**config.mk**
```make
export PLATFORM = sky130hd
export DESIGN_NAME = axi_lite_mem_ctrl
export DESIGN_NICKNAME = d
export VERILOG_FILES = /design/src/rtl/axi_lite_mem_ctrl.sv
export SDC_FILE = /design/constraint.sdc
export NUM_CORES = 1
export LEC_CHECK = 0
export CORE_UTILIZATION = 37
export DETAILED_ROUTE_END_ITERATION = 7
export MAX_ROUTING_LAYER = met4
export PLACE_DENSITY = 0.84
export SYNTH_ARGS = -nofsm -noshare
export SYNTH_HDL_FRONTEND = slang
export SYNTH_SLANG_ARGS = --single-unit
```
**constraint.sdc**
```tcl
create_clock -name CLK -period 2.2 [get_ports CLK]
set_input_delay 0.44 -clock CLK [delete_from_list [all_inputs] [get_ports CLK]]
set_output_delay 0.44 -clock CLK [all_outputs]
set_load 0.05 [all_outputs]
```
**src/rtl/axi_lite_mem_ctrl.sv**
```systemverilog
// AXI4-Lite responder mapping single-word reads/writes onto a CS/WE/ADDR scratch RAM port.
// Optional AXI_MEM_WSTRB_EN enables read-modify-write for partial byte strobes.
module axi_lite_mem_ctrl #(
  parameter int unsigned MEM_AW = 7,
  parameter int unsigned AXI_AW = 32
) (
  input  logic              CLK,
  input  logic              RST,
  input  logic [AXI_AW-1:0] AWADDR,
  input  logic              AWVALID,
  output logic              AWREADY,
  input  logic [31:0]       WDATA,
  input  logic [3:0]        WSTRB,
  input  logic              WVALID,
  output logic              WREADY,
  output logic [1:0]        BRESP,
  output logic              BVALID,
  input  logic              BREADY,
  input  logic [AXI_AW-1:0] ARADDR,
  input  logic              ARVALID,
  output logic              ARREADY,
  output logic [31:0]       RDATA,
  output logic [1:0]        RRESP,
  output logic              RVALID,
  input  logic              RREADY,
  output logic              MEM_CS,
  output logic              MEM_WE,
  output logic [MEM_AW-1:0] MEM_ADDR,
  output logic [31:0]       MEM_WDATA,
  input  logic [31:0]       MEM_RDATA
);

  localparam int unsigned DW = 32;
  localparam logic [1:0]  RESP_OKAY   = 2'b00;
  localparam logic [1:0]  RESP_SLVERR = 2'b10;

  localparam logic [2:0] S_IDLE    = 3'd0;
  localparam logic [2:0] S_WR_EXEC = 3'd2;
  localparam logic [2:0] S_WR_RESP = 3'd3;
  localparam logic [2:0] S_RD_EXEC = 3'd4;
  localparam logic [2:0] S_RD_RESP = 3'd5;
`ifdef AXI_MEM_WSTRB_EN
  localparam logic [2:0] S_WR_RMW  = 3'd1;
  localparam int unsigned SW = DW / 8;
`endif

  logic [2:0]        state_q, state_d;
  logic              last_wr_q, last_wr_d;
  logic              bvalid_q, bvalid_d;
  logic [1:0]        bresp_q, bresp_d;
  logic              rvalid_q, rvalid_d;
  logic [1:0]        rresp_q, rresp_d;
  logic [DW-1:0]     rdata_q, rdata_d;
  logic              mem_cs_q, mem_cs_d;
  logic              mem_we_q, mem_we_d;
  logic [MEM_AW-1:0] mem_addr_q, mem_addr_d;
  logic [DW-1:0]     mem_wdata_q, mem_wdata_d;
`ifdef AXI_MEM_WSTRB_EN
  logic [SW-1:0]     wstrb_q, wstrb_d;
  logic [DW-1:0]     merged;
`endif

  logic              wr_req, rd_req, grant_wr, grant_rd;
  logic              aw_oor, ar_oor;
  logic [MEM_AW-1:0] aw_idx, ar_idx;
  logic              unused_addr_bits;

  assign unused_addr_bits = ^{AWADDR[1:0], ARADDR[1:0]};

  assign aw_idx = AWADDR[MEM_AW+1:2];
  assign ar_idx = ARADDR[MEM_AW+1:2];
  assign aw_oor = |AWADDR[AXI_AW-1:MEM_AW+2];
  assign ar_oor = |ARADDR[AXI_AW-1:MEM_AW+2];

  // Write needs both AW and W; on contention grant whichever type lost last time.
  assign wr_req   = AWVALID & WVALID;
  assign rd_req   = ARVALID;
  assign grant_wr = (state_q == S_IDLE) & ~RST & wr_req & (~rd_req | ~last_wr_q);
  assign grant_rd = (state_q == S_IDLE) & ~RST & rd_req & ~grant_wr;

  assign AWREADY   = grant_wr;
  assign WREADY    = grant_wr;
  assign ARREADY   = grant_rd;
  assign BVALID    = bvalid_q;
  assign BRESP     = bresp_q;
  assign RVALID    = rvalid_q;
  assign RRESP     = rresp_q;
  assign RDATA     = rdata_q;
  assign MEM_CS    = mem_cs_q;
  assign MEM_WE    = mem_we_q;
  assign MEM_ADDR  = mem_addr_q;
  assign MEM_WDATA = mem_wdata_q;

`ifdef AXI_MEM_WSTRB_EN
  // Strobed bytes come from the held write data, the rest from the word just read.
  always_comb begin
    merged = MEM_RDATA;
    for (int unsigned i = 0; i < SW; i++) begin
      if (wstrb_q[i]) merged[8*i +: 8] = mem_wdata_q[8*i +: 8];
    end
  end
`endif

  always_comb begin
    state_d     = state_q;
    last_wr_d   = last_wr_q;
    bvalid_d    = bvalid_q;
    bresp_d     = bresp_q;
    rvalid_d    = rvalid_q;
    rresp_d     = rresp_q;
    rdata_d     = rdata_q;
    mem_cs_d    = 1'b0;
    mem_we_d    = 1'b0;
    mem_addr_d  = mem_addr_q;
    mem_wdata_d = mem_wdata_q;
`ifdef AXI_MEM_WSTRB_EN
    wstrb_d     = wstrb_q;
`endif
    case (state_q)
      S_IDLE: begin
        if (grant_wr) begin
          last_wr_d = 1'b1;
          if (aw_oor) begin
            state_d  = S_WR_RESP;
            bvalid_d = 1'b1;
            bresp_d  = RESP_SLVERR;
          end else if (WSTRB == 4'h0) begin
            state_d  = S_WR_RESP;
            bvalid_d = 1'b1;
            bresp_d  = RESP_OKAY;
          end else begin
            mem_cs_d    = 1'b1;
            mem_addr_d  = aw_idx;
            mem_wdata_d = WDATA;
`ifdef AXI_MEM_WSTRB_EN
            if (WSTRB != 4'hF) begin
              state_d = S_WR_RMW;
              wstrb_d = WSTRB;
            end else begin
              state_d  = S_WR_EXEC;
              mem_we_d = 1'b1;
            end
`else
            state_d  = S_WR_EXEC;
            mem_we_d = 1'b1;
`endif
          end
        end else if (grant_rd) begin
          last_wr_d = 1'b0;
          if (ar_oor) begin
            state_d  = S_RD_RESP;
            rvalid_d = 1'b1;
            rresp_d  = RESP_SLVERR;
            rdata_d  = '0;
          end else begin
            state_d    = S_RD_EXEC;
            mem_cs_d   = 1'b1;
            mem_addr_d = ar_idx;
          end
        end
      end
`ifdef AXI_MEM_WSTRB_EN
      S_WR_RMW: begin
        state_d     = S_WR_EXEC;
        mem_cs_d    = 1'b1;
        mem_we_d    = 1'b1;
        mem_wdata_d = merged;
      end
`endif
      S_WR_EXEC: begin
        state_d  = S_WR_RESP;
        bvalid_d = 1'b1;
        bresp_d  = RESP_OKAY;
      end
      S_WR_RESP: begin
        if (BREADY) begin
          state_d  = S_IDLE;
          bvalid_d = 1'b0;
        end
      end
      S_RD_EXEC: begin
        state_d  = S_RD_RESP;
        rvalid_d = 1'b1;
        rresp_d  = RESP_OKAY;
        rdata_d  = MEM_RDATA;
      end
      S_RD_RESP: begin
        if (RREADY) begin
          state_d  = S_IDLE;
          rvalid_d = 1'b0;
        end
      end
      default: state_d = S_IDLE;
    endcase
  end

  always_ff @(posedge CLK) begin
    if (RST) begin
      state_q     <= S_IDLE;
      last_wr_q   <= 1'b0;
      bvalid_q    <= 1'b0;
      bresp_q     <= 2'b00;
      rvalid_q    <= 1'b0;
      rresp_q     <= 2'b00;
      rdata_q     <= '0;
      mem_cs_q    <= 1'b0;
      mem_we_q    <= 1'b0;
      mem_addr_q  <= '0;
      mem_wdata_q <= '0;
`ifdef AXI_MEM_WSTRB_EN
      wstrb_q     <= '0;
`endif
    end else begin
      state_q     <= state_d;
      last_wr_q   <= last_wr_d;
      bvalid_q    <= bvalid_d;
      bresp_q     <= bresp_d;
      rvalid_q    <= rvalid_d;
      rresp_q     <= rresp_d;
      rdata_q     <= rdata_d;
      mem_cs_q    <= mem_cs_d;
      mem_we_q    <= mem_we_d;
      mem_addr_q  <= mem_addr_d;
      mem_wdata_q <= mem_wdata_d;
`ifdef AXI_MEM_WSTRB_EN
      wstrb_q     <= wstrb_d;
`endif
    end
  end

endmodule

```
==> metrics <==
synthesized area per cell 8.32 um2; cts bufs inserted 9; Reg area between 1500 and 2000 um2; pre-CTS WS -0.273 ns; worst skew pair latency approximately 0.34 ns; remaining antenna violation count 0; Crit Path Class in2reg; Syn Inst Count about 420; crit-path cells clkdlybuf4s50_1 > nor4_1 > nand4_1 > o21a_1 > or2_1 > buf_12 > a311oi_1; Util after Layout 66.9%; Clock Skews approximately 0.0090 ns; final setup vio count 0; Seq/Total Area, Yosys between 40% and 50%; FF+latch count, synth 81; total wire length between 10 and 15 mm; initial core utilization 39.0%; worst-path fanout max 32; Die Y 98.8 um; Slew headroom between 40 and 50%; number of synthesized flops with an enable pin 0; Worst Setup SP ARADDR[25]; CTS Root Cell clkbuf_8; status finished clean; most frequent cells in the layout 210 x clkdlybuf4s50_1, 102 x nand2_1, 81 x dfxtp_1; Yosys cell types 36; Residual DRC 0; CP required 2.44 ns; synth warn 0; Max Clk Rate about 0.47 GHz; core area slightly below 9000 um2; CP max stage cell clkdlybuf4s50_1; Clock Sinks just over 80; CP arrival between 2 and 2.5 ns; VDD IR-drop max 0.000524 V; actual slew at the worst max-slew pin between 0.8 and 0.9 ns; Crit path max-delay family simple AND/OR/NAND/NOR gates; vias after detailed routing between 3,000 and 4,000; worst path buffer plus inverter count 2; initial DRC count around 130; fill count ~710; number of I/O pins about 220; global-route wire length before repair approximately 17 mm; CP startpoint kind input port; FF-to-FF setup slack between 0.3 and 0.4 ns; maxcap violations 0; routed len/inst 14.8 um; Synth Cell Area ~3500 um2; static leakage 2.00 nW; Initial DRT Pass Iterations 4; power density over the cells roughly 670 nW/um2; post-layout minimum cycle time about 2.1 ns; DP HPWL about 8.0 mm; Final Hold Fails 0; port bufs 214; GPL Wtd Cong slightly below 0.9; maximum buffer depth of the clock tree 2; post-synthesis async set-or-reset flop share 0%; Tot GR Track Use ~23%; gr ovfl total 0; Final Max Tran Viols 0; HP Class reg2reg; Total Nets Final 759; register clock-pin slew on the reported worst setup and hold paths about 0.080 ns; # diodes 0; H-tree depth 3; final worst setup slack approximately 0.074 ns; layout cells sized above 1 8.16%; Tcrit/Tclk final 96.7%; ys flop type dfxtp_1; Reg-to-Reg Start state_q[2]; Finished Layout Cells between 700 and 800; Post-Place Cells between 700 and 800; max incr delay on CP between 0.4 and 0.5 ns; DR vias/cell approximately 5.3; vias in the first global route 3,732; area grow syn2layout 71.4%; Worst Setup End Kind flop; most common cell after layout, fill and taps aside clkdlybuf4s50_1; DIE WIDTH 98.8 um; die area roughly 9800 um2; setup TNS 0 ns; min-delay src MEM_WDATA[30]; CTS tree done; num rows 34; multi-input logic area about 1600 um2; largest net degree at the start of global routing a little under 80; initial antenna violation count 0
layer usage:
layer  up-vias  part of all wire (%)  routed length (um)  global-route usage, %
li1       1886                     -                   -                      -
met1      1755                    39                4230                   26.0
met3        20                   7.9                 859                   5.96
met4         0                   2.0                 216                   6.20
met5         -                     0                   0                      -
met2       190                    51                5570                   39.8
what timing repair did:
action | in CTS | in global routing
endpoints found under the setup margin | 0 | 5
buffers inserted | 0 | 0
gates resized for setup | 0 | 4
hold buffers | 0 | 0
state kept, by name, summed over array words and instances (netlist names):
name and flops:
BVALID 1, RRESP 1, MEM_WE 1, RVALID 1
MEM_WDATA 32, MEM_ADDR 7, state_q 3, RDATA 32
last_wr_q 1, MEM_CS 1, BRESP 1
where the power goes:
| part | switching, mW | total [mW] | leakage (nW) | internal [mW] |
|---|---|---|---|---|
| clock | 0.552 | 1.12 | 0.100 | 0.565 |
| sequential | 0.0741 | 1.63 | 0.656 | 1.55 |
| combinational | 0.695 | 1.24 | 1.24 | 0.545 |
| total | 1.32 | 3.99 | 2.00 | 2.66 |
final cells by class:
class / instances / share of cell area [%]
inverters: 15 / 0.947
flip-flops and latches: 81 / 27.3
clock inverters: 5 / 1.07
multi-input cells: 282 / 26.6
clock buffers: 11 / 2.38
well taps: 108 / 2.27
repair buffers: 231 / 39.4
stage by stage:
step / area, um2 / total power, mW / hold slack (ns)
after floorplan: 3470 / 2.37 / 0.467
after global placement: 5730 / 2.86 / 0.438
after detailed placement: 5730 / 2.89 / 0.442
after CTS: 5930 / 4.01 / 0.454
after global routing: 5950 / 4.18 / 0.473
final: 5950 / 3.99 / 0.453
path summary, 6_finish.rpt:
path,to,cells past startpoint
max,RDATA[14],7
min,MEM_WDATA[30],2
max reg2reg,MEM_ADDR[0],6
min reg2reg,MEM_WDATA[30],2
worst register-to-register path: stages, from the launching register on:
cell and delay (ns):
dfxtp_1 0.43, nor3_4 0.28, o2111ai_1 0.16, or3_1 0.38, buf_4 0.20, a21oi_1 0.20, a311oi_1 0.07
Yosys cell counts, types with 2 or more instances:
library cell / instances / area share, %
a21oi_1: 76 / 11
a311oi_1: 39 / 9.8
a31oi_1: 3 / 0.54
and4_1: 3 / 0.76
buf_2: 9 / 1.3
buf_4: 5 / 1.1
buf_6: 7 / 2.3
clkbuf_1: 18 / 1.9
dfxtp_1: 81 / 47
inv_1: 15 / 1.6
mux2_2: 7 / 2.3
nand2_1: 102 / 11
nand3b_1: 2 / 0.43
nor2_1: 3 / 0.32
nor3_1: 6 / 0.87
nor4_1: 10 / 1.8
o21a_1: 2 / 0.43
o21ai_0: 9 / 1.3
or3_1: 2 / 0.36
or4_1: 2 / 0.43
cells by family (layout without fill, tap and decap cells):
kind of cell	Yosys count	count (layout)	share of synthesized area [%]
other cells	1	2	0.108
compound gates	134	134	24.2
mux	7	7	2.27
simple gates	139	139	18.3
buf+inv	55	262	8.33
flops	81	81	46.7
No activity file was read; power rests on OpenSTA's default activity.
